===== config.mk =====
export PLATFORM = sky130hd
export DESIGN_NAME = interrupt_controller
export DESIGN_NICKNAME = d
export VERILOG_FILES = /design/src/rtl/intc_pkg.sv /design/src/rtl/interrupt_priority_encoder.sv /design/src/rtl/interrupt_controller.sv
export SDC_FILE = /design/constraint.sdc
export NUM_CORES = 1
export LEC_CHECK = 0
export BUFFER_PORTS_ARGS = -buffer_cell sky130_fd_sc_hd__buf_2
export CORE_MARGIN = 4
export CORE_UTILIZATION = 40
export DETAILED_ROUTE_END_ITERATION = 16
export PLACE_DENSITY = 0.7
export SYNTH_ARGS = -nofsm -noshare
export SYNTH_HDL_FRONTEND = slang
export SYNTH_SLANG_ARGS = --single-unit

===== constraint.sdc =====
create_clock -name clk -period 3.8 [get_ports clk]
set_clock_uncertainty 0.15 [all_clocks]
set_input_delay 0.19 -clock clk [delete_from_list [all_inputs] [get_ports clk]]
set_output_delay 0.19 -clock clk [all_outputs]
set_load 0.005 [all_outputs]

===== src/rtl/intc_pkg.sv =====
// Shared types and constants for the interrupt controller slice.
package intc_pkg;

    localparam int unsigned INTC_NUM_SOURCES = 4;
    localparam int unsigned TIMER0_INT_IDX   = 0;
    localparam int unsigned TIMER1_INT_IDX   = 1;

    typedef enum logic [1:0] {
        IDLE    = 2'd0,
        REQUEST = 2'd1,
        SERVICE = 2'd2
    } state_e;

endpackage


===== src/rtl/interrupt_priority_encoder.sv =====
// Combinational fixed-priority encoder: lowest set index wins.
module interrupt_priority_encoder
    import intc_pkg::*;
#(
    parameter int unsigned NUM_SOURCES = INTC_NUM_SOURCES,
    parameter int unsigned ID_WIDTH    = $clog2(NUM_SOURCES)
) (
    input  logic [NUM_SOURCES-1:0] req_vec,
    output logic                   any_valid_c,
    output logic [ID_WIDTH-1:0]    lowest_idx_c
);

    // Scan from the top down so the lowest set index is the last write.
    always_comb begin
        any_valid_c  = |req_vec;
        lowest_idx_c = '0;
        for (int i = int'(NUM_SOURCES) - 1; i >= 0; i--) begin
            if (req_vec[i]) begin
                lowest_idx_c = ID_WIDTH'(i);
            end
        end
    end

endmodule


===== src/rtl/interrupt_controller.sv =====
// Edge-latching interrupt controller with fixed-priority dispatch and a
// valid/ack/done handshake to the core; one handler in service at a time.
module interrupt_controller
    import intc_pkg::*;
#(
    parameter int unsigned NUM_SOURCES = INTC_NUM_SOURCES,
    parameter int unsigned ID_WIDTH    = $clog2(NUM_SOURCES)
) (
    input  logic                   clk,
    input  logic                   rst,
    input  logic                   global_enable,
    input  logic [NUM_SOURCES-1:0] source_request,
    input  logic [NUM_SOURCES-1:0] source_mask,
    input  logic [NUM_SOURCES-1:0] pending_clear,
    output logic                   irq_valid,
    output logic [ID_WIDTH-1:0]    irq_id,
    input  logic                   irq_ack,
    input  logic                   irq_done,
    output logic [NUM_SOURCES-1:0] pending_status,
    output logic                   in_service
);

    state_e                  state_q, state_d;
    logic [NUM_SOURCES-1:0]  prev_request_q, prev_request_d;
    logic [NUM_SOURCES-1:0]  pending_q, pending_d;
    logic [ID_WIDTH-1:0]     irq_id_q, irq_id_d;
    logic                    irq_valid_q, irq_valid_d;
    logic                    in_service_q, in_service_d;

    logic [NUM_SOURCES-1:0]  req_edge;
    logic [NUM_SOURCES-1:0]  ack_clear;
    logic [NUM_SOURCES-1:0]  eligible;
    logic                    ack_taken;
    logic                    win_valid_c;
    logic [ID_WIDTH-1:0]     win_idx_c;

    interrupt_priority_encoder #(
        .NUM_SOURCES (NUM_SOURCES),
        .ID_WIDTH    (ID_WIDTH)
    ) u_prio (
        .req_vec      (eligible),
        .any_valid_c  (win_valid_c),
        .lowest_idx_c (win_idx_c)
    );

    // Pending capture: new edges win over software and ack clears.
    always_comb begin
        req_edge       = source_request & ~prev_request_q;
        prev_request_d = source_request;
        ack_clear      = '0;
        if (ack_taken) begin
            ack_clear = NUM_SOURCES'(1) << irq_id_q;
        end
        pending_d = (pending_q & ~pending_clear & ~ack_clear) | req_edge;
        eligible  = global_enable ? (pending_q & source_mask) : '0;
    end

    // Dispatch FSM; outputs are decoded from the next state and registered.
    always_comb begin
        state_d   = state_q;
        irq_id_d  = irq_id_q;
        ack_taken = 1'b0;
        unique case (state_q)
            IDLE: begin
                if (win_valid_c) begin
                    state_d  = REQUEST;
                    irq_id_d = win_idx_c;
                end
            end
            REQUEST: begin
                if (irq_ack) begin
                    state_d   = SERVICE;
                    ack_taken = 1'b1;
                end
            end
            SERVICE: begin
                if (irq_done) begin
                    state_d = IDLE;
                end
            end
            default: state_d = IDLE;
        endcase
        irq_valid_d  = (state_d == REQUEST);
        in_service_d = (state_d == SERVICE);
    end

    always_ff @(posedge clk) begin
        if (rst) begin
            state_q        <= IDLE;
            prev_request_q <= '0;
            pending_q      <= '0;
            irq_id_q       <= '0;
            irq_valid_q    <= 1'b0;
            in_service_q   <= 1'b0;
        end else begin
            state_q        <= state_d;
            prev_request_q <= prev_request_d;
            pending_q      <= pending_d;
            irq_id_q       <= irq_id_d;
            irq_valid_q    <= irq_valid_d;
            in_service_q   <= in_service_d;
        end
    end

    assign irq_valid      = irq_valid_q;
    assign irq_id         = irq_id_q;
    assign pending_status = pending_q;
    assign in_service     = in_service_q;

endmodule


Yosys cells after proc, flatten, opt, wreduce, memory -nomap -nowiden
Index checks and enable logic that the tools add are counted.
Storage, ports and cells
  output and inout bits: 8
  flip-flop bits (word level): 14
  bits of input ports: 17
  logic and storage cells: 34
Operators by class
  eq/ne operators: 4
  shifts and indexed selects: 1
  reductions and logical operators: 3
  bitwise logic cells: 8
  mux-type cells: 12
Operators by type and width (number)
  4-bit AND: 4
  2-bit two-way mux: 7
  4-bit NOT: 3
  4-bit two-way mux: 2
  2-bit case mux with 3 select lines: 1
  2-bit by 1-bit equality test with 1-bit output (second input constant): 2
  2-bit equality test (second input constant): 2
  4-bit bitwise OR: 1
  4-bit OR reduction: 1
  1-bit by 2-bit << shifter with 4-bit output (first input constant): 1
  2-bit zero test: 1
  1-bit two-way mux: 2
  2-bit AND reduction: 1

Logic depth before layout (Yosys ltp)
Gate-level depths: netlist (run 1).
  word-level depth: 6
  depth in mapped cells: 4
  depth with buffers taken out: 4

Cells and area by module
A second synthesis (run 1) with hierarchy kept.
Unflattened totals
  cell total of the unflattened synthesis: 63
  area total of the unflattened synthesis: 586.8 µm²
Modules (own cells, without submodules)
  interrupt_controller: area an instance 551.8 µm², instances 1, cells an instance 56
  interrupt_priority_encoder: area an instance 35.0 µm², instances 1, cells an instance 7

Worst setup path before layout (run 1)
OpenSTA, ideal clock, no wires.
  path kind: register to register
  start: reg irq_id_q[1] (netlist: irq_id[1])
  end: reg pending_q[0] (netlist: pending_status[0])
  path buffers: 0
  data arrival time: 1.076 ns
  path slack: 2.457 ns
  cell stages (with the launch flop): 3
  library setup time: 0.117 ns
  clock period less this slack: 1.343 ns
  cell sequence: dfxtp_1 or4_1 a32o_1
On the way
  word-level cells in the longest chain between the ends: 5
Ends and longest elaborated chain
  from (decl): line interrupt_controller.sv:26  | logic [ID_WIDTH-1:0] irq_id_q, irq_id_d;
  from (signal assigned): line interrupt_controller.sv:99  | irq_id_q <= irq_id_d;
  1-bit by 2-bit << shifter with 4-bit output: line interrupt_controller.sv:52  | ack_clear = NUM_SOURCES'(1) << irq_id_q;
  4-bit two-way mux: line interrupt_controller.sv:51  | if (ack_taken) begin
  4-bit NOT: line interrupt_controller.sv:54  | pending_d = (pending_q & ~pending_clear & ~ack_clear) | req_edge;
  4-bit AND: line interrupt_controller.sv:54
  4-bit bitwise OR: line interrupt_controller.sv:54
  to (signal assigned): line interrupt_controller.sv:98  | pending_q <= pending_d;
  to (decl): line interrupt_controller.sv:25  | logic [NUM_SOURCES-1:0] pending_q, pending_d;
Every way passes these cells.
A chain may end at the register's enable or synchronous reset.

Worst setup path after layout (run 1)
Same ends and word-level chain as after synthesis.

==> summary.txt, run 1 <==
Cells and area
  • Ratio of cells with drive above 1 in the final layout: 34.94%
  • Net count of the finished layout: 101
  • Number of diodes: 0
  • Area growth from synthesis to layout: 32.08%

Timing
  • Final worst-path setup slack: 2379 ps
  • Unrepaired setup endpoints after global routing: no
  • Sum of negative setup slack: 0 ps
  • Final Critical Period: 1421 ps
  • Worst hold margin: 20.28 ps
  • Final period util: 37.38%
  • Headroom to the max-slew limit: 74.77%
  • Worst Tran Pin Value: 374.5 ps
  • Max Freq: 703.9 MHz
  • Slew Limit Fails: 0
  • Final hold violation count: 0
  • Endpoints failing setup: 0

Yosys
  • Share of the synthesized netlist area taken by xor and xnor gates: 0%
  • Area leader, netlist: sky130_fd_sc_hd__dfxtp_1
  • Avg Inst Size Synth: 9.473 um^2
  • Area share of fa/ha/maj cells after synthesis: 0%
  • Share of synthesized cell area in and, or, nand and nor gates: 23.82%
  • Flip-flop and latch count after synthesis: 14
  • Number of flops mapped to enable cells by yosys: 0
  • Count of cell types in the netlist: 17
  • Seq/Total Area, Yosys: 52.83%
  • Combinational family with the most area after synthesis: simple AND/OR/NAND/NOR gates
  • Most instantiated flip-flop cell in the synthesis netlist: sky130_fd_sc_hd__dfxtp_1
  • Post-synth top cells: 14 x sky130_fd_sc_hd__dfxtp_1, 8 x sky130_fd_sc_hd__nor2_1, 5 x sky130_fd_sc_hd__a32o_1
  • Cell types occupying the most area after synthesis: sky130_fd_sc_hd__dfxtp_1 53%, sky130_fd_sc_hd__a32o_1 9.4%, sky130_fd_sc_hd__nor2_1 5.7%
  • Area fraction of the dominant cell type after synthesis: 52.83%
  • Count leader, synth: sky130_fd_sc_hd__dfxtp_1
  • Multiplexer area fraction after synthesis: 0%
  • Post-synthesis compound-gate area fraction: 19.81%
  • Count of yosys warnings during synthesis: 0
  • Post-synthesis net count: 73
  • Proportion of synthesized flip-flops having asynchronous set or reset: 0%
  • Number of cells produced by synthesis: 56
  • Netlist area before placement: 530.5 um^2

Drt
  • DRC violation count after routing: 0
  • 1st-iter DRT viols: 10
  • Total via count in the routed design: 488
  • Final ANT Viol Nets: 0
  • Routed wire length: 1189 um
  • Drt wl/cell: 12.26 um
  • First-pass iteration count of the detailed router: 4
  • Via density per instance: 5.031

Place
  • Final RePlAce weighted congestion: 0.7011
  • Total of buffers placed on input and output ports: 24
  • Post-placement worst setup slack: 2398 ps
  • Dpl hpwl: 896.5 um

Clock network
  • Post-CTS Setup Bufs: 0
  • Clock tree from TritonCTS: yes
  • H-tree depth: 1
  • Clock tree buffer depth: 2
  • Total clock buffers created by CTS: 3
  • Latest clock arrival within the worst-skew pair: 270 ps
  • Clk slew on worst S/H paths: 90 ps
  • Clk sinks: 14
  • Number of hold-repair buffers added at the cts stage: 0
  • Number of resized instances in the post-cts repair step: 0
  • Clock Root Buffer: sky130_fd_sc_hd__clkbuf_4

Die
  • Top-level port count: 25
  • Horiz. Die Dim: 44.42 um
  • Number of core rows: 12
  • Die Ht: 44.42 um
  • Die Area: 1973 um^2
  • Starting Density: 45.30%
  • Core box area: 1171 um^2

Critical path
  • Critical-path maximum fanout: 6
  • Category of the worst setup path capture point: register
  • CP Data Required Time: 3820 ps
  • Slowest stage cell on the critical path: sky130_fd_sc_hd__or4_1
  • Critical path startpoint category: register
  • Ordered list of cells on the worst path: or4_1 -> a32o_1
  • Data arrival, critical path: 1440 ps
  • Largest stage delay on the critical path: 550 ps
  • CP Class: register to register

Worst hold path
  • Kind of path behind the tightest hold check: input port to register

GRT
  • Vias in the first global route: 478
  • All-Layer GR Usage: 13.76%
  • Antenna violations before repair: 0
  • Largest net degree at the start of global routing: 16
  • Gr ovfl total: 0
  • Wire length of the first global-routing pass: 2014 um

Job
  • Max-cap viol count: 0

Pwr
  • Maximum ir drop on the vdd rail: 0.0001988 V
  • Leakage power: 0.0003152 uW
  • Total power divided by cell area: 431.7 nW/um^2

Outcome
  • Status: complete, no violations
## final cells by class
class | instances | area (um^2)
clock buffer | 4 | 36.28
fill | 117 | 470.5
inverter | 4 | 15.01
multi-input combinational | 37 | 231.5
sequential | 14 | 280.3
tap | 14 | 17.52
timing repair buffer | 24 | 120.1
## cells by family (layout without fill, tap and decap cells)
group,count (synthesis),in the layout
buffers and inverters,5,32
flip-flops,14,14
AND/OR/NAND/NOR,23,23
AO/OA/AOI/OAI,14,14
## power by group
group          internal, uW  switching [uW]  total (uW)
logic                  19.2            15.8        35.1
registers               155            5.99         161
clock network          58.2            47.9         106
total                   233            69.8         302
## cell usage in the layout (no fill, tap or decap)
| cell | Yosys | layout |
|---|---|---|
| sky130_fd_sc_hd__buf_2 | 0 | 24 |
| sky130_fd_sc_hd__dfxtp_1 | 14 | 14 |
| sky130_fd_sc_hd__nor2_1 | 8 | 8 |
| sky130_fd_sc_hd__a32o_1 | 5 | 5 |
| sky130_fd_sc_hd__nor2b_1 | 4 | 4 |
| sky130_fd_sc_hd__inv_1 | 4 | 4 |
| sky130_fd_sc_hd__a21oi_1 | 4 | 4 |
| sky130_fd_sc_hd__nand2_1 | 3 | 3 |
| sky130_fd_sc_hd__nand3b_1 | 3 | 3 |
| sky130_fd_sc_hd__clkbuf_4 | 0 | 3 |
| sky130_fd_sc_hd__a22o_1 | 2 | 2 |
| sky130_fd_sc_hd__o21ai_0 | 2 | 2 |
| sky130_fd_sc_hd__or4_1 | 1 | 1 |
| sky130_fd_sc_hd__nand4b_1 | 1 | 1 |
| sky130_fd_sc_hd__nor3b_1 | 1 | 1 |
| sky130_fd_sc_hd__or3b_2 | 1 | 1 |
| sky130_fd_sc_hd__nand3_1 | 1 | 1 |
| sky130_fd_sc_hd__a211oi_1 | 1 | 1 |
| sky130_fd_sc_hd__clkbuf_8 | 0 | 1 |
## per-layer routing
| metal | up-vias | part of all wire (%) | global-route usage, % |
|---|---|---|---|
| li1 | 258 | - | - |
| met1 | 210 | 48 | 18.38 |
| met2 | 18 | 44 | 20.35 |
| met3 | 2 | 7.7 | 3.252 |
| met4 | 0 | 0.59 | 7.229 |
| met5 | - | 0 | 0 |
## worst max-delay path: cells and delay by family, from the launching register on
kind / cells / cell delay (ps)
simple gates: 1 / 550
flops: 1 / 360
compound gates: 1 / 260
## worst paths after layout
check / start / end / slack [ps] / cells after the start
setup / recovery: irq_id[1]$_SDFFE_PP0P_ / pending_status[0]$_SDFF_PP0_ / 2380 / 2
hold / removal: source_request[0] / prev_request_q[0]$_SDFF_PP0_ / 20 / 2
setup reg to reg: irq_id[1]$_SDFFE_PP0P_ / pending_status[0]$_SDFF_PP0_ / 2380 / 2
hold reg to reg: prev_request_q[3]$_SDFF_PP0_ / pending_status[3]$_SDFF_PP0_ / 320 / 2
## sequential cells by signal, indices dropped and copies added, names as in the netlist
name            count
pending_status      4
prev_request_q      4
irq_id              2
state_q             2
in_service          1
irq_valid           1
## through the flow
stage	instance area, um^2	util [%]	total power [uW]	std cells
floorplan	530.5	-	182.1	56
global placement	664.4	56.73	199.3	93
detailed placement	664.4	56.73	200.0	93
CTS	700.7	59.83	306.8	97
global route	700.7	59.83	318.5	97
finish	700.7	59.83	302.5	97
Note: power is estimated with default switching activity, not from simulation.
==> inputs of run 2 (changes only) <==
--- a/config.mk
+++ b/config.mk
@@ -5,11 +5,12 @@
 export SDC_FILE = /design/constraint.sdc
 export NUM_CORES = 1
 export LEC_CHECK = 0
+export ABC_AREA = 1
 export BUFFER_PORTS_ARGS = -buffer_cell sky130_fd_sc_hd__buf_2
 export CORE_MARGIN = 4
 export CORE_UTILIZATION = 40
 export DETAILED_ROUTE_END_ITERATION = 16
-export PLACE_DENSITY = 0.7
+export PLACE_DENSITY = 0.69
 export SYNTH_ARGS = -nofsm -noshare
 export SYNTH_HDL_FRONTEND = slang
 export SYNTH_SLANG_ARGS = --single-unit
==> constraint.sdc (replaced) <==
create_clock -name clk -period 1.5 [get_ports clk]
set_clock_uncertainty 0.15 [all_clocks]
set_input_delay 0.075 -clock clk [delete_from_list [all_inputs] [get_ports clk]]
set_output_delay 0.075 -clock clk [all_outputs]
set_load 0.005 [all_outputs]
==> run 2 against run 1 <==
Effect of this change:
- the flow now finishes with violations (negative hold slack)
- area after synthesis grew 8.5%
- total power grew 150%
- synthesized cell count grew 39%
- die area grew 6.9%
- worst setup slack lost 2300 ps
- register-to-register slack lost 2100 ps
- sequential cell count is the same
- sequential power grew to 2.6 times the previous value
- critical path depth grew 5
- first-iteration DRC count grew 110%
- final area grew 21%
- hold slack lost 30 ps
==> summary.txt, run 2 <==
Timing
  • Max Freq: 682.3 MHz
  • Sum of negative setup slack: 0 ps (unchanged)
  • Final worst-path setup slack: 34.37 ps (-2345 ps)
  • Slew Limit Fails: 0 (unchanged)
  • Final period util: 97.71%
  • Headroom to the max-slew limit: 83.70% (+8.9 points)
  • Endpoints failing setup: 0 (unchanged)
  • Unrepaired setup endpoints after global routing: no
  • Worst hold margin: -9.864 ps (-30.15 ps)
  • Final Critical Period: 1466 ps
  • Final hold violation count: 4 (+4)
  • Worst Tran Pin Value: 242.6 ps (-131.9 ps)

Yosys
  • Post-synth top cells: 15 x sky130_fd_sc_hd__nand2_1, 14 x sky130_fd_sc_hd__dfxtp_1, 14 x sky130_fd_sc_hd__inv_1
  • Number of cells produced by synthesis: 78 (+39%)
  • Avg Inst Size Synth: 7.379 um^2 (-22%)
  • Area leader, netlist: sky130_fd_sc_hd__dfxtp_1
  • Proportion of synthesized flip-flops having asynchronous set or reset: 0% (unchanged)
  • Cell types occupying the most area after synthesis: sky130_fd_sc_hd__dfxtp_1 49%, sky130_fd_sc_hd__nand2_1 9.8%, sky130_fd_sc_hd__inv_1 9.1%
  • Count of yosys warnings during synthesis: 0 (unchanged)
  • Seq/Total Area, Yosys: 48.70% (-4.1 points)
  • Post-synthesis net count: 95 (+30%)
  • Flip-flop and latch count after synthesis: 14 (unchanged)
  • Area fraction of the dominant cell type after synthesis: 48.70% (-4.1 points)
  • Number of flops mapped to enable cells by yosys: 0 (unchanged)
  • Count of cell types in the netlist: 16 (-1)
  • Most instantiated flip-flop cell in the synthesis netlist: sky130_fd_sc_hd__dfxtp_1
  • Netlist area before placement: 575.6 um^2 (+8.5%)
  • Count leader, synth: sky130_fd_sc_hd__nand2_1

GRT
  • Met1 Resource Use GR: 18.85% (+0.47 points)
  • Largest net degree at the start of global routing: 10 (-6)
  • Antenna violations before repair: 0 (unchanged)
  • Gr ovfl total: 0 (unchanged)
  • All-Layer GR Usage: 15.08% (+1.3 points)
  • Vias in the first global route: 559 (+17%)
  • Wire length of the first global-routing pass: 2242 um (+11%)
  • Routing layer with the top usage in global route: met2
  • Met2 Use GR: 22.53% (+2.2 points)
  • Global-route track usage on met3: 3.557% (+0.31 points)

Clock network
  • Total clock buffers created by CTS: 3 (unchanged)
  • Clock tree from TritonCTS: yes
  • Clk slew on worst S/H paths: 80 ps (about the same)
  • H-tree depth: 1 (unchanged)
  • Post-CTS Setup Bufs: 0 (unchanged)
  • Clock Root Buffer: sky130_fd_sc_hd__clkbuf_4
  • Latest clock arrival within the worst-skew pair: 270 ps (about the same)
  • Number of resized instances in the post-cts repair step: 0 (unchanged)
  • Clk sinks: 14 (unchanged)
  • Clock tree buffer depth: 2 (unchanged)

Drt
  • 1st-iter DRT viols: 21 (+11)
  • Total via count in the routed design: 579 (+19%)
  • First-pass iteration count of the detailed router: 4 (unchanged)
  • Final ANT Viol Nets: 0 (unchanged)
  • Drt wl/cell: 9.802 um (-20%)
  • Routed wire length: 1284 um (+8.0%)
  • Via density per instance: 4.420 (-12%)
  • DRC violation count after routing: 0 (unchanged)

Cells and area
  • Most frequent cells in the layout: 24 x sky130_fd_sc_hd__buf_2, 15 x sky130_fd_sc_hd__nand2_1, 14 x sky130_fd_sc_hd__inv_1, 14 x sky130_fd_sc_hd__dfxtp_1, 11 x sky130_fd_sc_hd__dlygate4sd3_1
  • Post-route cell area: 847.1 um^2 (+21%)
  • Ratio of cells with drive above 1 in the final layout: 27.59% (-7.4 points)
  • Register Area: 280.3 um^2 (unchanged)
  • Area growth from synthesis to layout: 47.17%
  • Net count of the finished layout: 135 (+34%)
  • Leading cell type in the layout, fill and taps excluded: sky130_fd_sc_hd__buf_2
  • Multi-input gate area in the final layout: 231.5 um^2 (unchanged)
  • Filler cell count in the final layout: 129 (+10%)
  • Number of diodes: 0 (unchanged)

Critical path
  • CP Data Required Time: 1520 ps (-2300 ps)
  • Cell with the most instances on the worst path: sky130_fd_sc_hd__dlygate4sd3_1
  • Category of the worst setup path capture point: register
  • CP Class: input port to register
  • Slowest stage cell on the critical path: sky130_fd_sc_hd__dlygate4sd3_1
  • Sum of buffers and inverters on the critical path: 4 (+4)
  • Critical path startpoint category: input port
  • Data arrival, critical path: 1480 ps (+40 ps)
  • Delay-heaviest family, CP: buffers and inverters
  • Critical-path maximum fanout: 2 (-4)
  • Ordered list of cells on the worst path: dlygate4sd3_1 -> buf_2 -> inv_1 -> nor2_1 -> dlygate4sd3_1 -> nand2_1 -> o21ai_1
  • Largest stage delay on the critical path: 560 ps (about the same)

Pwr
  • Maximum ir drop on the vdd rail: 0.0005537 V (+180%)
  • Total power: 742.4 uW (+150%)
  • Total power divided by cell area: 876.5 nW/um^2 (+100%)
  • Leakage power: 0.0004470 uW (+42%)

Worst hold path
  • Kind of path behind the tightest hold check: input port to register

Die
  • Die Ht: 45.93 um (+3.4%)
  • Die Area: 2110 um^2 (+6.9%)
  • Number of core rows: 13 (+1)
  • Core box area: 1334 um^2 (+14%)
  • Top-level port count: 25 (unchanged)
  • Starting Density: 43.15% (-2.1 points)
  • Horiz. Die Dim: 45.93 um (+3.4%)

Place
  • Final RePlAce weighted congestion: 0.8130 (+16%)
  • Dpl hpwl: 933 um (+4.1%)
  • Post-placement worst setup slack: 308.9 ps (-2089 ps)
  • Placed Area: 714.4 um^2 (+7.5%)
  • Total of buffers placed on input and output ports: 24 (unchanged)

Outcome
  • Violated checks: negative hold slack
  • Status: finished with violations

Job
  • Max-cap viol count: 0 (unchanged)
==> run 2: cell types whose count changed after synthesis, sizes merged, moves of 2 or more <==
| cell | change |
|---|---|
| nand3 | +4 |
| a21oi | -3 |
| o21ai | +3 |
| a32o | -5 |
| nor3 | +5 |
| nor2b | -4 |
| a22o | -2 |
| inv | +12 |
| nand2 | +13 |
| o21a | +2 |
==> run 2: final timing paths <==
check / depth (start not counted) / endpoint / from / slack, ps
worst max-delay path: 7 / pending_status[2]$_SDFF_PP0_ / source_request[2] / 30
worst min-delay path: 4 / irq_id[0]$_SDFFE_PP0P_ / rst / -10
worst max register to register: 6 / pending_status[3]$_SDFF_PP0_ / state_q[1]$_SDFF_PP0_ / 300
worst min register to register: 3 / pending_status[0]$_SDFF_PP0_ / prev_request_q[0]$_SDFF_PP0_ / 320
==> run 2: kinds of logic after synthesis <==
kind of cell / Yosys count / share of synthesized area (%)
and+or+nand+nor: 39 / 32.39
buffers and inverters: 17 / 11.09
DFF: 14 / 48.70
AOI/OAI and AO/OA: 8 / 7.824
==> run 2: area by class of cell <==
type	count	share of cell area, %
flip-flops and latches	14	33.09
clock buffers	3	2.659
multi-input cells	47	27.33
well taps	15	2.216
repair buffers	35	27.18
inverters	17	7.533
==> run 2: stage by stage <==
stage,hold WS (ps),util (%),std cells
2_1_floorplan,7.589,-,78
3_3_place_gp,152.8,53.56,117
3_5_place_dp,156.3,53.56,117
4_1_cts,9.373,65.01,133
5_1_grt,12.26,63.51,131
6_report,-9.864,63.51,131
==> run 2: layer usage <==
metal  wire length, um  part of all wire, %
met5                 0                    0
met4                23                  1.8
met3                92                  7.2
met2               512                   40
met1               656                   51
==> run 2: worst min-delay path, stage by stage <==
cell	delay, ps
sky130_fd_sc_hd__buf_2	110
sky130_fd_sc_hd__inv_2	80
sky130_fd_sc_hd__nand2_1	70
sky130_fd_sc_hd__nor2_1	40
==> run 2: timing repair <==
| action | 4_1_cts | 5_1_grt |
|---|---|---|
| endpoints found under the setup margin | 0 | 3 |
| hold endpoints to repair | 10 | 3 |
| hold buffers | 13 | 1 |
==> run 2: report_power, final <==
| group | leakage (uW) | switching (uW) | internal, uW | total (uW) |
|---|---|---|---|---|
| Combinational | 0.000318 | 58.7 | 68.1 | 127 |
| Clock | 0.0000138 | 110 | 92.9 | 202 |
| Sequential | 0.000116 | 16.5 | 397 | 413 |
| Total | 0.000447 | 185 | 558 | 742 |
